==> config.mk <==
export PLATFORM = sky130hd
export DESIGN_NAME = seg_scan_capture
export DESIGN_NICKNAME = d
export VERILOG_FILES = /design/src/rtl/seg_scan_capture.sv
export SDC_FILE = /design/constraint.sdc
export NUM_CORES = 1
export LEC_CHECK = 0
export ABC_AREA = 1
export CAP_MARGIN = 0
export CORE_MARGIN = 4
export CORE_UTILIZATION = 51
export DETAILED_ROUTE_END_ITERATION = 7
export GPL_TIMING_DRIVEN = 1
export PLACE_DENSITY = 0.76
export SYNTH_ARGS = -nofsm -noshare
export SYNTH_HDL_FRONTEND = slang
export SYNTH_SLANG_ARGS = --single-unit
==> constraint.sdc <==
create_clock -name clk -period 5.6 [get_ports clk]
set_input_delay 1.4 -clock clk [delete_from_list [all_inputs] [get_ports clk]]
set_output_delay 1.4 -clock clk [all_outputs]
set_load 0.02 [all_outputs]
==> src/rtl/seg_scan_capture.sv <==
// Receive-side monitor for an 8-digit multiplexed seven-segment bus: debounces {AN,SEG,DP}, decodes glyphs per digit.
// Optional feature macro: SEG_SCAN_CAPTURE_DP_EN (decimal point joins the stability compare and is captured).
module seg_scan_capture #(
  parameter int STABLE_CYCLES = 4
) (
  input  logic        clk,
  input  logic        rst_n,
  input  logic [7:0]  AN,
  input  logic [6:0]  SEG,
  input  logic        DP,
  output logic [31:0] DIGITS,
  output logic [7:0]  VALID,
  output logic [7:0]  DP_OUT,
  output logic        FRAME,
  output logic [7:0]  ERR_CNT,
  output logic        BAD_SEG
);

  localparam logic [7:0] STABLE_MAX = 8'(STABLE_CYCLES);
  localparam logic [7:0] COMMIT_AT  = 8'(STABLE_CYCLES - 1);

  typedef enum logic [1:0] {
    AN_IDLE    = 2'd0,
    AN_SINGLE  = 2'd1,
    AN_ILLEGAL = 2'd2
  } an_class_e;

  // Active-low glyph table; returns {hit, value}.
  function automatic logic [4:0] decode_glyph(input logic [6:0] seg);
    logic [4:0] res;
    case (seg)
      7'h40:   res = {1'b1, 4'h0};
      7'h79:   res = {1'b1, 4'h1};
      7'h24:   res = {1'b1, 4'h2};
      7'h30:   res = {1'b1, 4'h3};
      7'h19:   res = {1'b1, 4'h4};
      7'h12:   res = {1'b1, 4'h5};
      7'h02:   res = {1'b1, 4'h6};
      7'h78:   res = {1'b1, 4'h7};
      7'h00:   res = {1'b1, 4'h8};
      7'h10:   res = {1'b1, 4'h9};
      7'h08:   res = {1'b1, 4'hA};
      7'h03:   res = {1'b1, 4'hB};
      7'h46:   res = {1'b1, 4'hC};
      7'h21:   res = {1'b1, 4'hD};
      7'h06:   res = {1'b1, 4'hE};
      7'h0E:   res = {1'b1, 4'hF};
      default: res = 5'b0;
    endcase
    return res;
  endfunction

  logic [7:0]  samp_an_q,  samp_an_d;
  logic [6:0]  samp_seg_q, samp_seg_d;
  logic [7:0]  cnt_q,      cnt_d;
  logic [31:0] digits_q,   digits_d;
  logic [7:0]  valid_q,    valid_d;
  logic        frame_q,    frame_d;
  logic [7:0]  err_cnt_q,  err_cnt_d;
  logic        bad_seg_q,  bad_seg_d;
  logic [7:0]  mask_q,     mask_d;

  logic        dp_same;
  logic        same;
  logic        commit;
  logic [3:0]  zero_cnt;
  logic [2:0]  an_idx;
  an_class_e   an_class;
  logic [4:0]  glyph;
  logic [7:0]  mask_set;

`ifdef SEG_SCAN_CAPTURE_DP_EN
  logic        samp_dp_q,  samp_dp_d;
  logic [7:0]  dp_out_q,   dp_out_d;
  assign dp_same = (DP == samp_dp_q);
`else
  // The decimal point plays no part in this build.
  logic unused_dp;
  assign unused_dp = DP;
  assign dp_same   = 1'b1;
`endif

  assign same   = (AN == samp_an_q) && (SEG == samp_seg_q) && dp_same;
  // Commit exactly once per window: the edge that moves the counter onto its ceiling.
  assign commit = same && (cnt_q == COMMIT_AT);
  assign glyph  = decode_glyph(samp_seg_q);

  always_comb begin
    zero_cnt = '0;
    an_idx   = '0;
    for (int k = 0; k < 8; k++) begin
      if (!samp_an_q[k]) begin
        zero_cnt = zero_cnt + 4'd1;
        an_idx   = 3'(k);
      end
    end
    if (zero_cnt == 4'd0)      an_class = AN_IDLE;
    else if (zero_cnt == 4'd1) an_class = AN_SINGLE;
    else                       an_class = AN_ILLEGAL;
  end

  always_comb begin
    // NOTE: every always_comb output gets a default first, so no path leaves it unassigned and no latch is inferred.
    samp_an_d  = AN;
    samp_seg_d = SEG;
    cnt_d      = cnt_q;
    digits_d   = digits_q;
    valid_d    = valid_q;
    frame_d    = 1'b0;
    err_cnt_d  = err_cnt_q;
    bad_seg_d  = bad_seg_q;
    mask_d     = mask_q;
    mask_set   = mask_q;
`ifdef SEG_SCAN_CAPTURE_DP_EN
    samp_dp_d  = DP;
    dp_out_d   = dp_out_q;
`endif

    if (!same)                  cnt_d = '0;
    else if (cnt_q != STABLE_MAX) cnt_d = cnt_q + 8'd1;

    if (commit) begin
      unique case (an_class)
        AN_SINGLE: begin
          mask_set = mask_q | (8'd1 << an_idx);
          if (glyph[4]) begin
            digits_d[{an_idx, 2'b00} +: 4] = glyph[3:0];
            valid_d[an_idx]                = 1'b1;
          end else begin
            valid_d[an_idx] = 1'b0;
            bad_seg_d       = 1'b1;
          end
`ifdef SEG_SCAN_CAPTURE_DP_EN
          dp_out_d[an_idx] = ~samp_dp_q;
`endif
          // The completing commit counts its own bit, pulses, and starts a fresh frame.
          if (&mask_set) begin
            frame_d = 1'b1;
            mask_d  = '0;
          end else begin
            mask_d  = mask_set;
          end
        end
        AN_ILLEGAL: begin
          if (err_cnt_q != 8'hFF) err_cnt_d = err_cnt_q + 8'd1;
        end
        default: ;
      endcase
    end
  end

  always_ff @(posedge clk or negedge rst_n) begin
    if (!rst_n) begin
      samp_an_q  <= 8'hFF;
      samp_seg_q <= 7'h7F;
      cnt_q      <= '0;
      digits_q   <= '0;
      valid_q    <= '0;
      frame_q    <= 1'b0;
      err_cnt_q  <= '0;
      bad_seg_q  <= 1'b0;
      mask_q     <= '0;
    end else begin
      // NOTE: sequential state uses non-blocking assignments so every flop samples pre-edge values.
      samp_an_q  <= samp_an_d;
      samp_seg_q <= samp_seg_d;
      cnt_q      <= cnt_d;
      digits_q   <= digits_d;
      valid_q    <= valid_d;
      frame_q    <= frame_d;
      err_cnt_q  <= err_cnt_d;
      bad_seg_q  <= bad_seg_d;
      mask_q     <= mask_d;
    end
  end

`ifdef SEG_SCAN_CAPTURE_DP_EN
  always_ff @(posedge clk or negedge rst_n) begin
    if (!rst_n) begin
      samp_dp_q <= 1'b1;
      dp_out_q  <= '0;
    end else begin
      samp_dp_q <= samp_dp_d;
      dp_out_q  <= dp_out_d;
    end
  end
  assign DP_OUT = dp_out_q;
`else
  assign DP_OUT = 8'h00;
`endif

  assign DIGITS  = digits_q;
  assign VALID   = valid_q;
  assign FRAME   = frame_q;
  assign ERR_CNT = err_cnt_q;
  assign BAD_SEG = bad_seg_q;

endmodule

Word-level counts from Yosys, hierarchy flattened
Index checks and enable logic that the tools add are counted.

storage, ports and cells
  output and inout bits = 58
  logic and storage cells = 91
  bits in registers = 81
  input bits = 18

operators by class
  muxes and demuxes = 28
  equality and inequality tests = 24
  add/subtract/negate cells = 10
  bitwise operators = 5
  order comparisons = 2
  shift operators = 3
  reductions and logical operators = 10

operator list
  kind                      count
  $pmux W5 S16              1
  $bwmux W32                1
  $mux W8                   4
  $shift A4 B7 Y32 const A  1
  $shiftx A4 B7 Y32         1
  $add A4 B1 Y4 const B     7
  $eq A7 B7 Y1 const B      4
  $mux W4                   7
  $eq A7 B5 Y1 const B      3
  $eq A7 B6 Y1 const B      3
  $mux W3                   6
  $add A8 B1 Y8 const B     2
  $or A8 B8 Y8              2
  $eq A7 B2 Y1 const B      2
  $eq A7 B4 Y1 const B      2
  $reduce_and A3 Y1         3
  $and A8 B8 Y8             1
  $eq A8 B2 Y1 const B      1
  $eq A8 B8 Y1              1
  $ne A8 B3 Y1 const B      1
  $ne A8 B8 Y1 const B      1
  $not A8 Y8                1
  $reduce_and A8 Y1         1
  $shl A1 B3 Y8 const A     1
  17 further kinds          25

Depth between registers and ports, before layout
  word-level depth = 21
  gate-level depth with buffers = 30

Least setup slack after synthesis
Ideal clock, no wire load.

  path type = register -> register
  start = reg samp_an_q[0]
  end = reg digits_q[10] (netlist: DIGITS[10])
  data required time = 5.483 ns
  stages on the path, launching flop included = 28
  path buffers = 0
  arrival time = 4.413 ns
  setup slack = 1.069 ns
  period minus slack after synthesis = 4.531 ns
  cell sequence = dfstp_2 -> inv_1 -> ha_1 -> nand2_1 -> nand2_2 -> ha_1 -> nand2_1 -> nand2_1 -> ha_1 -> or2_2 -> nand2_1 -> inv_1 -> ha_1 -> nand2_1 -> nand2_1 -> ha_1 -> or2_2 -> nand2_1 -> inv_1 -> ha_1 -> nor2_1 -> inv_1 -> a21oi_1 -> nand3_4 -> nor2_4 -> nand3_1 -> nand2_1 -> nand2_1

on the way
  word-level cells in the longest chain between the ends = 20
  elaborated cells on any way between the ends = 24
  those cells by class = add/sub: 7; eq/ne: 3; mux: 10; reduce/logical: 4

ends and longest elaborated chain
  element                          line  RTL
  start, declared                  53    logic [7:0] samp_an_q, samp_an_d;
  start signal, assigned           165   samp_an_q <= samp_an_d;
  $mux W1                          92    if (!samp_an_q[k]) begin
  $add A4 B1 Y4                    93    zero_cnt = zero_cnt + 4'd1;
  $mux W4                          92
  $add A4 B1 Y4                    93
  $mux W4                          92
  $add A4 B1 Y4                    93
  $mux W4                          92
  $add A4 B1 Y4                    93
  [... 4 more ...]                 -
  $mux W4                          92
  $add A4 B1 Y4                    93
  $mux W4                          92
  $eq A4 B1 Y1                     98    else if (zero_cnt == 4'd1) an_class = AN_SINGLE;
  $mux W2                          98
  $mux W2                          97    if (zero_cnt == 4'd0) an_class = AN_IDLE;
  $eq A2 B1 Y1                     123   unique case (an_class)
  $reduce_and A3 Y1 (no line) (*)  -
  end signal, assigned             168   digits_q <= digits_d;
  end, declared                    56    logic [31:0] digits_q, digits_d;

Every way passes the cells marked *; elsewhere a longest branch is shown, timed or not.
A chain may end at the register's enable or synchronous reset.

Worst setup path after layout
  start = reg samp_an_q[1]
  end = reg digits_q[6] (netlist: DIGITS[6])

on the way
  word-level cells in the longest chain between the ends = 18
  elaborated cells on any way between the ends = 33
  those cells by class = add/sub: 7; eq/ne: 3; shift: 2; mux: 17; reduce/logical: 4

ends and longest elaborated chain
  element                      line
  $mux W4                      92
  $add A4 B1 Y4                93
  $mux W4                      92
  $add A4 B1 Y4                93
  $mux W4                      92
  $add A4 B1 Y4                93
  $mux W4                      92
  $add A4 B1 Y4                93
  [... 2 more ...]             -
  $mux W4                      92
  $add A4 B1 Y4                93
  $mux W4                      92
  $eq A4 B1 Y1                 98
  $mux W2                      98
  $mux W2                      97
  $eq A2 B1 Y1                 123
  $reduce_and A3 Y1 (no line)  -

Parallel ways exist; a longest one is shown, timed or not.

==> summary.md <==
| Metric | Value |
|---|---|
| Layout area overhead | `17.8%` |
| Vias per std cell | `between 5 and 6` |
| Post-Syn Area per Cell | `7.66 sq um` |
| RSZ-0062 raised after global routing | `false` |
| Die width | `about 110 um` |
| Num ports | `76` |
| Core area | `slightly above 0.009 sq mm` |
| Post-Syn Instances | `about 640` |
| Crit path kind | `reg2reg` |
| Drt drc | `0` |
| Vias in the first global route | `around 4100` |
| Final instance area | `just under 0.006 sq mm` |
| Worst min path class | `reg2reg` |
| Post-synthesis sequential area ratio | `0.416` |
| Initial DRC count | `between 200 and 250` |
| Yosys top cell area share | `0.336` |
| Worst path bufs/invs | `5` |
| CP Launch Type | `flop` |
| Ys async rst share | `1.00` |
| Slowest cell on the critical path | `dfstp_2` |
| Post_cts resized | `0` |
| Worst path depth | `28` |
| GR Overflow Total | `0` |
| Reg2Reg Capture Point | `DIGITS[6]` |
| Final worst setup slack | `approximately 0.5 ns` |
| N_diodes | `0` |
| Setup_tns | `0 ns` |
| Placed insts | `a little over 800` |
| Yosys reg bits | `just over 80` |
| Final Instance Count excl. Fillers | `~840` |
| Port Buffers | `66` |
| Part of the cycle the worst path needs | `0.911` |
| Via count | `~4400` |
| Total GRT Usage | `0.200` |
| Fillers | `approximately 840` |
| Crit path to | `DIGITS[6]` |
| Crit path max-delay family | `simple AND/OR/NAND/NOR gates` |
| Placer Congestion | `approximately 0.88` |
| Placed Area | `0.00560 sq mm` |
| Initial antenna violation count | `0` |
| Pwr Density | `between 200 and 250 mW/mm^2` |
| Worst Setup SP | `samp_an_q[1]` |
| Mapped Area | `approximately 0.0049 sq mm` |
| Drt first pass iters | `5` |
| Crit path arrival time | `roughly 5.4 ns` |
| Worst path required time | `between 5 and 6 ns` |
| Post-synth top flop | `dfrtp_1` |
| Final setup vio count | `0` |
| Synth cell count leaders | `nand2_1 (169), inv_1 (72), dfrtp_1 (66), nor2_1 (60), nand3_1 (57)` |
| Minimum clock period | `between 5 and 6 ns` |
| Cell variety after synth | `41` |
| Status | `finished clean` |
| Initial Util | `0.528` |
| H-tree levels | `3` |
| Fmax | `just under 200 MHz` |
| Worst rel slew slack | `0.331` |
| Die H | `106 um` |
| CP endpoint kind | `flop` |
| Peak supply drop | `0.000152 V` |
| R2r worst-path depth | `28` |
| Worst R2R Setup Slack | `around 0.50 ns` |
| YS warnings | `0` |
| # hold bufs at CTS | `0` |
| First-pass GRT wire length | `roughly 19000 um` |
| CP max FO | `10` |
| Post-synth EDFFs | `0` |
| DRT antenna net count | `0` |
| WL/cell | `between 10 and 15 um` |
| Pin count of the biggest net entering global routing | `between 80 and 90` |
| Most common cell in the netlist | `nand2_1` |
| Fraction of final layout cells sized beyond drive strength 1 | `0.0926` |
| Worst slack, placed | `0.468 ns` |
| Max-slew violations | `0` |
| R2R Path Start | `samp_an_q[1]` |
| Fin Clk Skew | `around 0.011 ns` |
| CTS clock-pin slew for the worst setup and hold paths | `0.09 ns` |
| CTS root buf | `clkbuf_8` |
| Final nets | `~740` |
| HPWL after DPL | `8450 um` |
| Endpoints failing hold | `0` |
| Row cnt | `35` |
| Post-synth top area cell | `dfrtp_1` |
| Clk_lat worst skew | `0.36 ns` |
| LEAKAGE | `between 2 and 3 nW` |
| DIE AREA | `around 0.011 sq mm` |
| Crit path largest cell delay | `around 0.56 ns` |
| CTS max path bufs | `2` |
| # clock sinks | `about 80` |
| Tightest Pin Transition | `between 1 and 1.5 ns` |
| Synth area leaders | `dfrtp_1 (34%), nand2_1 (13%), dfstp_2 (8.0%)` |
| CTS Buf Count | `9` |
| CTS tree | `built` |
| Max_cap viols | `0` |
| Critical Path Most Common Cell | `nand2_1` |
| WL final | `10900 um` |
[worst min-delay path by stage]
stage | to | cells past startpoint | slack, ns | startpoint
after global routing | DIGITS[15] | 2 | 0.51 | DIGITS[15]
after floorplan | mask_q[4] | 2 | 0.47 | mask_q[4]
after global placement | DIGITS[14] | 2 | 0.46 | DIGITS[14]
final | DIGITS[7] | 2 | 0.48 | DIGITS[7]
after CTS | DIGITS[14] | 2 | 0.48 | DIGITS[14]
after detailed placement | DIGITS[14] | 2 | 0.46 | DIGITS[14]
[flip-flops by register name (all words and copies together) (netlist names), named ones only]
signal      count
DIGITS         32
ERR_CNT         8
cnt_q           8
mask_q          8
samp_an_q       8
samp_seg_q      7
BAD_SEG         1
FRAME           1
[per-stage QoR]
| step | utilization | hold slack [ns] | power, W |
|---|---|---|---|
| after floorplan | - | 0.470 | 0.000767 |
| after CTS | 0.619 | 0.481 | 0.00121 |
| after detailed placement | 0.600 | 0.458 | 0.000815 |
| final | 0.622 | 0.477 | 0.00120 |
| after global placement | 0.600 | 0.456 | 0.000806 |
| after global routing | 0.622 | 0.514 | 0.00126 |
[cells by family after synthesis]
family,synth area share
adders and majority gates,0.0407
DFF,0.416
xor gates and xnor gates,0.0447
buffers and inverters,0.0933
other,0.000762
and+or+nand+nor,0.341
AOI/OAI and AO/OA,0.0638
[cell type report]
cell class              instances  area, sq um  area share
multi-input cells             472         2440       0.421
flip-flops and latches         81         2050       0.353
repair buffers                 69          681       0.117
inverters                      75          289      0.0498
well taps                     129          161      0.0278
clock buffers                   9          124      0.0214
clock inverters                 7         55.1     0.00949
[per-layer routing]
layer	share of wire	track usage	routed length [um]
met1	0.45	0.255	4920
met2	0.48	0.346	5290
met3	0.048	0.0285	528
met4	0.018	0.0703	196
met5	0	0	0
[placed cells by master (no fill, tap or decap), types with 8 or more instances in the layout]
cell type        count
a21oi_1             16
clkbuf_8             9
clkdlybuf4s50_1     65
conb_1               8
dfrtp_1             66
dfstp_2             15
ha_1                16
inv_1               72
nand2_1            169
nand2_2             11
nand3_1             57
nand4_1             31
nor2_1              60
nor3_1              17
o21ai_0             14
o21ai_1             19
xnor2_1             21
[tightest hold or removal path, stage by stage, from the launching register on]
cell and delay (ns):
dfrtp_1 0.35, nand2_1 0.05, nand2_1 0.04
[report_power, final]
part	leakage (nW)	switching, W	internal, W
sequential	1.05	0.0000105	0.000595
combinational	1.56	0.000133	0.0000663
clock	0.0862	0.000233	0.000165
total	2.70	0.000376	0.000826
[repair_timing]
| action | CTS | global route |
|---|---|---|
| buffers inserted | 0 | 3 |
| hold endpoints to repair | 0 | 0 |
| setup endpoints to repair | 0 | 5 |
Note: power is estimated with default switching activity, not from simulation.
